<file path="src/rtl/m_lsu.sv">
// m_lsu: M-stage load/store unit.
// Accepts one memory request at a time from the pipeline and drives it onto a
// req/ack data bus (DM plus two timers). It builds byte enables and replicated
// store data, extends load data, and reports address and bus-timeout errors.
// The pipeline is held through `stall` until the response pulse.
module m_lsu #(
  parameter logic [31:0] DM_BEGIN  = 32'h0000_0000,
  parameter logic [31:0] DM_END    = 32'h0000_2FFF,
  parameter logic [31:0] TC1_BEGIN = 32'h0000_7F00,
  parameter logic [31:0] TC1_END   = 32'h0000_7F0B,
  parameter logic [31:0] TC2_BEGIN = 32'h0000_7F10,
  parameter logic [31:0] TC2_END   = 32'h0000_7F1B,
  parameter int unsigned TIMEOUT   = 16
) (
  input  logic        clk,
  input  logic        reset,
  input  logic        req_valid,
  input  logic [3:0]  op,
  input  logic [31:0] addr,
  input  logic [31:0] wdata,
  input  logic        ov,
  input  logic        flush,
  output logic        req_ready,
  output logic        stall,
  output logic        m_data_req,
  output logic [31:0] m_data_addr,
  output logic [31:0] m_data_wdata,
  output logic [3:0]  m_data_byteen,
  input  logic        m_data_ack,
  input  logic [31:0] m_data_rdata,
  output logic        resp_valid,
  output logic [31:0] rdata,
  output logic        exc_adel,
  output logic        exc_ades,
  output logic        exc_bus
);

  // FSM encoding
  localparam logic [1:0] S_IDLE = 2'd0;
  localparam logic [1:0] S_BUS  = 2'd1;
  localparam logic [1:0] S_DONE = 2'd2;

  // Operation codes
  localparam logic [3:0] OP_LW  = 4'd1;
  localparam logic [3:0] OP_LH  = 4'd2;
  localparam logic [3:0] OP_LHU = 4'd3;
  localparam logic [3:0] OP_LB  = 4'd4;
  localparam logic [3:0] OP_LBU = 4'd5;
  localparam logic [3:0] OP_SW  = 4'd6;
  localparam logic [3:0] OP_SH  = 4'd7;
  localparam logic [3:0] OP_SB  = 4'd8;

  // Wait counter: wide enough for TIMEOUT-1, which is where it stops
  localparam int unsigned    CW       = $clog2(TIMEOUT);
  localparam logic [CW-1:0]  CNT_LAST = CW'(TIMEOUT - 1);

  // State and registered outputs
  logic [1:0]    r_state;
  logic [3:0]    r_op;
  logic [1:0]    r_off;
  logic [CW-1:0] r_cnt;
  logic          r_req;
  logic [31:0]   r_addr;
  logic [31:0]   r_wdata;
  logic [3:0]    r_byteen;
  logic          r_resp_valid;
  logic [31:0]   r_rdata;
  logic          r_adel;
  logic          r_ades;
  logic          r_bus;

  // Request decode
  logic        w_is_load;
  logic        w_is_store;
  logic        w_valid_op;
  logic        w_in_dm;
  logic        w_in_tc1;
  logic        w_in_tc2;
  logic        w_in_tc;
  logic        w_misalign;
  logic        w_timer_bad;
  logic        w_cnt_reg;
  logic        w_err;
  logic [3:0]  w_byteen;
  logic [31:0] w_wdata;

  // Load extension
  logic [7:0]  w_byte;
  logic [15:0] w_half;
  logic [31:0] w_ext;

  // Classify the live request and evaluate address errors
  always_comb begin
    w_is_load  = 1'b0;
    w_is_store = 1'b0;
    case (op)
      OP_LW, OP_LH, OP_LHU, OP_LB, OP_LBU: w_is_load  = 1'b1;
      OP_SW, OP_SH, OP_SB:                 w_is_store = 1'b1;
      default: ;
    endcase
    w_valid_op = w_is_load | w_is_store;

    // Offset-from-base compares avoid always-true checks when a base is zero
    w_in_dm  = ((addr - DM_BEGIN)  <= (DM_END  - DM_BEGIN));
    w_in_tc1 = ((addr - TC1_BEGIN) <= (TC1_END - TC1_BEGIN));
    w_in_tc2 = ((addr - TC2_BEGIN) <= (TC2_END - TC2_BEGIN));
    w_in_tc  = w_in_tc1 | w_in_tc2;

    w_misalign = 1'b0;
    case (op)
      OP_LW, OP_SW:         w_misalign = (addr[1:0] != 2'b00);
      OP_LH, OP_LHU, OP_SH: w_misalign = addr[0];
      default: ;
    endcase

    // Timers only accept full-word accesses; their count register is read-only
    w_timer_bad = w_in_tc && (op != OP_LW) && (op != OP_SW);
    w_cnt_reg   = w_is_store &&
                  (((addr - TC1_BEGIN) == 32'd8) || ((addr - TC2_BEGIN) == 32'd8));

    w_err = w_misalign | ~(w_in_dm | w_in_tc) | w_timer_bad | ov | w_cnt_reg;
  end

  // Byte enables and lane-replicated store data for the live request
  always_comb begin
    w_byteen = '0;
    w_wdata  = '0;
    case (op)
      OP_SW: begin
        w_byteen = 4'b1111;
        w_wdata  = wdata;
      end
      OP_SH: begin
        w_byteen = addr[1] ? 4'b1100 : 4'b0011;
        w_wdata  = {2{wdata[15:0]}};
      end
      OP_SB: begin
        w_byteen = 4'b0001 << addr[1:0];
        w_wdata  = {4{wdata[7:0]}};
      end
      default: ;
    endcase
  end

  // Select and extend the returned word using the op/offset latched at accept
  always_comb begin
    case (r_off)
      2'd0:    w_byte = m_data_rdata[7:0];
      2'd1:    w_byte = m_data_rdata[15:8];
      2'd2:    w_byte = m_data_rdata[23:16];
      default: w_byte = m_data_rdata[31:24];
    endcase
    w_half = r_off[1] ? m_data_rdata[31:16] : m_data_rdata[15:0];

    w_ext = '0;
    case (r_op)
      OP_LW:  w_ext = m_data_rdata;
      OP_LH:  w_ext = {{16{w_half[15]}}, w_half};
      OP_LHU: w_ext = {16'h0000, w_half};
      OP_LB:  w_ext = {{24{w_byte[7]}}, w_byte};
      OP_LBU: w_ext = {24'h00_0000, w_byte};
      default: ;
    endcase
  end

  // Control FSM with registered bus and response outputs
  always_ff @(posedge clk or negedge reset) begin
    if (!reset) begin
      r_state      <= S_IDLE;
      r_op         <= '0;
      r_off        <= '0;
      r_cnt        <= '0;
      r_req        <= 1'b0;
      r_addr       <= '0;
      r_wdata      <= '0;
      r_byteen     <= '0;
      r_resp_valid <= 1'b0;
      r_rdata      <= '0;
      r_adel       <= 1'b0;
      r_ades       <= 1'b0;
      r_bus        <= 1'b0;
    end else begin
      r_resp_valid <= 1'b0;
      if (flush) begin
        // Abort whatever is in flight; any pending response is dropped
        r_state <= S_IDLE;
        r_req   <= 1'b0;
        r_adel  <= 1'b0;
        r_ades  <= 1'b0;
        r_bus   <= 1'b0;
      end else begin
        case (r_state)
          S_IDLE: begin
            if (req_valid && w_valid_op) begin
              if (w_err) begin
                r_adel       <= w_is_load;
                r_ades       <= w_is_store;
                r_rdata      <= '0;
                r_resp_valid <= 1'b1;
                r_state      <= S_DONE;
              end else begin
                r_addr   <= {addr[31:2], 2'b00};
                r_byteen <= w_byteen;
                r_wdata  <= w_wdata;
                r_op     <= op;
                r_off    <= addr[1:0];
                r_cnt    <= '0;
                r_req    <= 1'b1;
                r_state  <= S_BUS;
              end
            end
          end
          S_BUS: begin
            if (m_data_ack) begin
              r_rdata      <= w_ext;
              r_req        <= 1'b0;
              r_resp_valid <= 1'b1;
              r_state      <= S_DONE;
            end else if (r_cnt == CNT_LAST) begin
              r_bus        <= 1'b1;
              r_rdata      <= '0;
              r_req        <= 1'b0;
              r_resp_valid <= 1'b1;
              r_state      <= S_DONE;
            end else begin
              r_cnt <= r_cnt + CW'(1);
            end
          end
          S_DONE: begin
            r_adel  <= 1'b0;
            r_ades  <= 1'b0;
            r_bus   <= 1'b0;
            r_state <= S_IDLE;
          end
          default: r_state <= S_IDLE;
        endcase
      end
    end
  end

  assign req_ready     = (r_state == S_IDLE);
  assign stall         = req_valid && w_valid_op && (r_state != S_DONE);
  assign m_data_req    = r_req;
  assign m_data_addr   = r_addr;
  assign m_data_wdata  = r_wdata;
  assign m_data_byteen = r_byteen;
  assign resp_valid    = r_resp_valid;
  assign rdata         = r_rdata;
  assign exc_adel      = r_adel;
  assign exc_ades      = r_ades;
  assign exc_bus       = r_bus;

endmodule

</file>
<file path="config.mk">
export PLATFORM = sky130hd
export DESIGN_NAME = m_lsu
export DESIGN_NICKNAME = d
export VERILOG_FILES = /design/src/rtl/m_lsu.sv
export SDC_FILE = /design/constraint.sdc
export NUM_CORES = 1
export LEC_CHECK = 0
export ABC_AREA = 1
export CAP_MARGIN = 20
export CORE_MARGIN = 2
export CORE_UTILIZATION = 45
export DETAILED_ROUTE_END_ITERATION = 6
export PLACE_DENSITY_LB_ADDON = 0.08
export SLEW_MARGIN = 10
export SYNTH_ARGS = -nofsm -noshare
export SYNTH_HDL_FRONTEND = slang
export SYNTH_SLANG_ARGS = --single-unit
</file>
<file path="constraint.sdc">
create_clock -name clk -period 2.4 [get_ports clk]
set_input_delay 0.36 -clock clk [delete_from_list [all_inputs] [get_ports clk]]
set_output_delay 0.36 -clock clk [all_outputs]
set_load 0.01 [all_outputs]
</file>
==> results of run 1 <==
-- report_power, final --
part	switching, mW	internal, mW
clock	1.01	1.59
combinational	0.445	0.362
sequential	0.0112	1.95
-- placed cells by master, fill, tap and decap left out, drive strengths merged, types with 4 or more instances in the layout --
cell | netlist | final
nor2 | 93 | 93
nand2 | 398 | 399
buf | 23 | 127
o211ai | 8 | 8
o22ai | 9 | 9
clkdlybuf4s15 | 0 | 4
xor2 | 4 | 4
clkinv | 1 | 5
nand3 | 49 | 52
inv | 117 | 124
a21oi | 21 | 21
clkbuf | 24 | 42
o31ai | 10 | 10
dlygate4sd2 | 0 | 4
clkdlybuf4s50 | 0 | 180
nand4 | 67 | 67
dfrtp | 115 | 115
o21ai | 85 | 85
nor3 | 6 | 6
-- stage by stage --
stage	utilization (%)	setup WS, ps	total power, mW	area (um^2)
6_report	73.0	105	5.37	11500
3_3_place_gp	64.9	-777	2.72	10200
3_5_place_dp	64.9	-819	2.73	10200
5_1_grt	73.0	-21.9	5.55	11500
4_1_cts	70.6	11.6	5.32	11100
2_1_floorplan	-	124	2.28	7180
-- layer usage --
layer,global-route usage (%),routed length (um),up-vias
met5,0,13,-
met4,10.5,604,2
met3,6.15,1890,55
met2,44.8,11500,333
met1,38.6,11100,3851
li1,-,-,4054
-- kinds of logic (layout without fill, tap and decap cells) --
kind of cell | count (synthesis) | in the layout | share of synthesized area, %
AO/OA/AOI/OAI | 140 | 140 | 11.4
adder cells (fa/ha/maj) | 1 | 1 | 0.174
XOR/XNOR | 4 | 4 | 0.488
buffers and inverters | 165 | 493 | 10.3
flip-flops | 115 | 115 | 40.1
other | 1 | 2 | 0.0523
AND/OR/NAND/NOR | 620 | 624 | 37.5
-- cell usage after synthesis --
cell,count,share of area [%]
a2111oi_0,1,0.12
a21oi_1,19,1.3
a21oi_2,2,0.24
a22oi_1,1,0.10
a311oi_1,1,0.12
a31oi_1,2,0.17
buf_2,7,0.49
buf_4,5,0.52
buf_6,10,1.6
buf_8,1,0.21
clkbuf_1,24,1.3
clkinv_1,1,0.052
conb_1,1,0.052
dfrtp_1,115,40
ha_1,1,0.17
inv_1,107,5.6
inv_2,9,0.47
inv_4,1,0.087
nand2_1,381,20
nand2_2,16,1.4
nand2_4,1,0.16
nand3_1,47,3.3
nand3_2,1,0.14
nand3_4,1,0.24
nand4_1,67,5.8
nor2_1,83,4.3
nor2_2,8,0.70
nor2_4,2,0.31
nor3_1,5,0.35
nor3_2,1,0.14
nor3b_1,1,0.10
nor4_1,3,0.26
o211ai_1,8,0.84
o21a_1,2,0.21
o21ai_0,62,4.3
o21ai_1,13,0.91
o21ai_2,10,1.2
o22ai_1,9,0.79
o31ai_1,10,1.0
or2_2,3,0.26
xor2_1,4,0.49
-- flip-flops by register name (all words and copies together), names as in the netlist, 2 cells and up --
register       cells
m_data_addr       30
m_data_byteen      4
m_data_wdata      32
r_cnt              4
r_off              2
r_op               4
r_state            2
rdata             32
-- final timing paths --
check / from / end / slack [ps] / depth (start not counted)
setup / recovery: addr[27] / m_data_wdata[6] / 100 / 20
hold / removal: addr[6] / m_data_addr[6] / 260 / 3
setup reg to reg: r_op[1] / rdata[4] / 320 / 6
hold reg to reg: m_data_addr[23] / m_data_addr[23] / 470 / 2
max in group asynchronous: reset / rdata[12] / 1220 / 3
min in group asynchronous: reset / rdata[20] / 460 / 2
-- final cells by class --
cell class	instances	area, um^2	area share (%)
inverter	118	453	3.95
multi-input combinational	771	4000	34.8
timing repair buffer	343	3260	28.5
tap	216	270	2.36
sequential	115	2880	25.1
clock buffer	18	439	3.83
clock inverter	14	169	1.47
-- what timing repair did --
| item | in CTS | in global routing |
|---|---|---|
| resized for setup | 83 | 110 |
| hold buffers | 1 | 0 |
| gates cloned | 4 | 8 |
| setup buffers | 9 | 5 |
| pin swaps | 39 | 42 |
| endpoints found under the setup margin | 115 | 115 |
| endpoints found under the hold margin | 35 | 0 |
-- tightest hold or removal path, stage by stage --
cell	delay (ps)
clkbuf_2	130
nand4_1	100
nand2_1	50
==> metrics.yaml, run 1 <==
status: "completed"
core_area_um2: 15700
power.leakage_nw: 5.73
clock_latency_ps: 420
power.density_nw_per_um2: 468
cts_buffers: 17
crit_fanout: 11
crit_buf_inv: 5
hpwl_um: 17800
diodes: 0
max_cap_viol_count: 0
layout.cells.non_filler: 1595
clock-skew-final_ps: 13.6
num_rows: 46
clk_path_buf_depth: 2
synth_area_um2: 7170
boundaryPins: 213
grt_overflow: 0
io_buffers: 210
post-route-period-util_pct: 95.6
fin_nets: 1473
drt_first_pass_iters: 5
cts_root_buf: "clkbuf_16"
die_width_um: 130
slew-limit-headroom_pct: 62.4
endpoint_kind: "flop"
grt_max_degree: 49
routed_wl_um: 25100
gp_congestion: 0.922
drive_gt1_share_pct: 23.6
drv_slew: 0
ant_nets: 0
ys_seq_area_share_pct: 40.1
finalSetupViolCount: 0
path_cells: "dlygate4sd2_1 > nor2_2 > nand4_1 > nor2_4 > nand2_1 > nand2_1 > nand2_1 > inv_1 > nand3_2 > nor2_4 > nand3_2 > nand3_2 > nand2_2 > inv_2 > nand2_4 > inv_8 > nand3_4 > clkbuf_16 > nand2_1 > nand2_1"
cp.arrival_ps: 2610
dieArea_um2: 17000
criticalPathCategory: "in -> reg"
cp_common_cell: "nand2_1"
grt_antenna_before_repair: 1
avgSynthCellArea_um2: 6.86
nFillCells: 1265
avgRoutedWirePerCell_um: 15.7
yosys_register_bits: 115
crit_path_max_incr_delay_ps: 280
yosysWarnings: 0
grt_pass1_vias: 7614
worstPathRequired_ps: 2710
die_h_um: 130
fin_crit_ps: 2300
cts_tree: "yes"
start_util_pct: 45.6
vias: 8295
slowest_stage: "dlygate4sd2_1"
hold_viol: 0
ir_drop_v: 0.000526
cp_top_family: "simple AND/OR/NAND/NOR gates"
area_growth_syn_to_layout_pct: 59.9
vias_per_cell: 5.20
start_kind: "primary input"
fin_setup_tns_ps: 0
clkSinkCount: 115
htree_levels: 4
synthCells: 1046
grt_first_pass_wirelength_um: 37900
whs_ps: 257
placedCellCount: 1536
drc: 0
grt_usage_pct: 28.4
hp-class: "in -> reg"
tightest_slew_ps: 561
fmax_ghz: 0.436
dr.first_iter.drc_count: 635
clk_pin_slew_worst_paths_ps: 70
synthDistinctLibCells: 41
(Power assumes the default switching activity.)
==> run 2: changes to the inputs <==
CELL_PAD_IN_SITES_DETAIL_PLACEMENT = 0   (was unset)
CELL_PAD_IN_SITES_GLOBAL_PLACEMENT = 1   (was unset)
CORE_UTILIZATION = 33   (was 45)
==> run 2 against run 1 <==
Non-clock buffer count decreased by 9. Fmax increased by 0.69%. Largest cell class unchanged. Final area decreased by 0.86%.
==> metrics.yaml, run 2 (synthesis gave the netlist of run 1 again) <==
status: "completed"
rsz0062_at_grt: "true"
hpwl_um: 19300
start_util_pct: 33.9
vias: 7958
clock-skew-final_ps: 10.1
die_h_um: 151
placed_cell_area_um2: 10300
diodes: 0
hold_depth: 4
fin_crit_ps: 2280
cp.arrival_ps: 2590
io_buffers: 210
finish.utilization_pct: 53.8
gp_congestion: 0.889
criticalPathCategory: "in -> reg"
slew-limit-headroom_pct: 64.0
power.leakage_nw: 5.63
vias_per_cell: 4.84
final_cell_mix: "358 x nand2_1, 181 x clkdlybuf4s50_1, 115 x dfrtp_1, 105 x buf_4, 98 x inv_1"
cts_root_buf: "clkbuf_16"
setup_ws_ps: 121
num_rows: 53
endpoint_kind: "flop"
crit_fanout: 6
drv_slew: 0
grt_overflow: 0
boundaryPins: 213
crit_path_max_incr_delay_ps: 560
min_to: "m_data_addr[11]"
fin_setup_tns_ps: 0
dp_slack_ps: -801
ir_drop_v: 0.000420
timing.rr.start: "r_op[1]"
hold_viol: 0
min_from: "addr[11]"
clk_path_buf_depth: 2
grt_max_degree: 46
placedCellCount: 1592
whs_ps: 357
post-route-period-util_pct: 95.0
layout.cells.non_filler: 1645
cts_tree: "yes"
area_growth_syn_to_layout_pct: 58.6
drc: 0
routed_wl_um: 25800
start_kind: "primary input"
ant_nets: 0
finalInstanceArea_um2: 11400
grt_antenna_before_repair: 0
slowest_stage: "clkdlybuf4s50_1"
hp-class: "in -> reg"
dieArea_um2: 22900
power.density_nw_per_um2: 475
grt_usage_pct: 22.5
grt_first_pass_wirelength_um: 40000
dr.first_iter.drc_count: 526
tightest_slew_ps: 539
max_cap_viol_count: 0
grt_pass1_vias: 7475
cts_buffers: 17
worstReg2RegEnd: "rdata[0]"
avgRoutedWirePerCell_um: 15.7
die_width_um: 151
drt_first_pass_iters: 6
fin_nets: 1464
clkSinkCount: 115
htree_levels: 4
clock_latency_ps: 420
path_cells: "clkdlybuf4s50_1 > nor2_2 > inv_1 > nor3_1 > buf_4 > nor2_2 > nand2_2 > inv_2 > nor4_1 > buf_4 > a21oi_4 > nand2_4 > inv_6 > buf_12 > nand3_4 > buf_6 > nand2_1 > nand2_1"
worstPathRequired_ps: 2710
layout_commonest_cell: "nand2_1"
nFillCells: 2112
clk_pin_slew_worst_paths_ps: 60
total_power_mw: 5.40
reg2regPathDepth: 6
core_area_um2: 21200
drive_gt1_share_pct: 23.1
r2r_setup_slack_ps: 420
fmax_ghz: 0.439
finalSetupViolCount: 0
[run 2: cell count changes in the layout (fill, tap and decap cells not counted), moves of 3 or more]
cell       change
clkinv_4       -3
inv_6          +3
buf_4          -6
nand3_1        +3
clkbuf_16      -6
buf_6          +3
nand3_2        -6
nand3_4        +3
[run 2: worst max-delay path: cells and delay by family]
kind	cells	cell delay, ps
AO/OA/AOI/OAI	1	200
buffers and inverters	8	1340
AND/OR/NAND/NOR	9	680
[run 2: area by class of cell]
type | count | area [um^2] | share of cell area [%]
sequential | 115 | 2880 | 25.3
tap | 275 | 344 | 3.03
inverter | 118 | 450 | 3.96
multi-input combinational | 771 | 4000 | 35.2
clock inverter | 15 | 183 | 1.61
timing repair buffer | 334 | 3090 | 27.2
clock buffer | 17 | 425 | 3.74
[run 2: where the power goes]
| group | internal (mW) | switching (mW) |
|---|---|---|
| sequential | 1.95 | 0.0108 |
| combinational | 0.345 | 0.443 |
| clock | 1.58 | 1.07 |
[run 2: how the worst max path moves through the flow]
stage          startpoint          endpoint  slack, ps  cells after the start
2_1_floorplan    addr[14]          r_off[1]        120                     20
3_3_place_gp      addr[5]  m_data_wdata[27]       -790                     19
3_5_place_dp      addr[5]  m_data_wdata[15]       -800                     19
4_1_cts          addr[15]  m_data_byteen[2]         10                     20
5_1_grt          addr[16]    m_data_addr[4]        -20                     22
6_report            op[0]  m_data_byteen[3]        120                     18
[run 2: what timing repair did]
item	in CTS	in global routing
resized for setup	90	107
setup endpoints to repair	115	115
hold buffers	1	0
endpoints found under the hold margin	31	0
buffers inserted	5	9
pin swaps	34	48
gates cloned	4	2
[run 2: per-layer routing]
| metal | global-route usage [%] | up-vias | part of all wire, % |
|---|---|---|---|
| li1 | - | 4027 | - |
| met1 | 33.8 | 3686 | 49 |
| met2 | 33.1 | 224 | 44 |
| met3 | 4.88 | 21 | 5.7 |
| met4 | 4.49 | 0 | 0.84 |
| met5 | 0 | - | 0 |
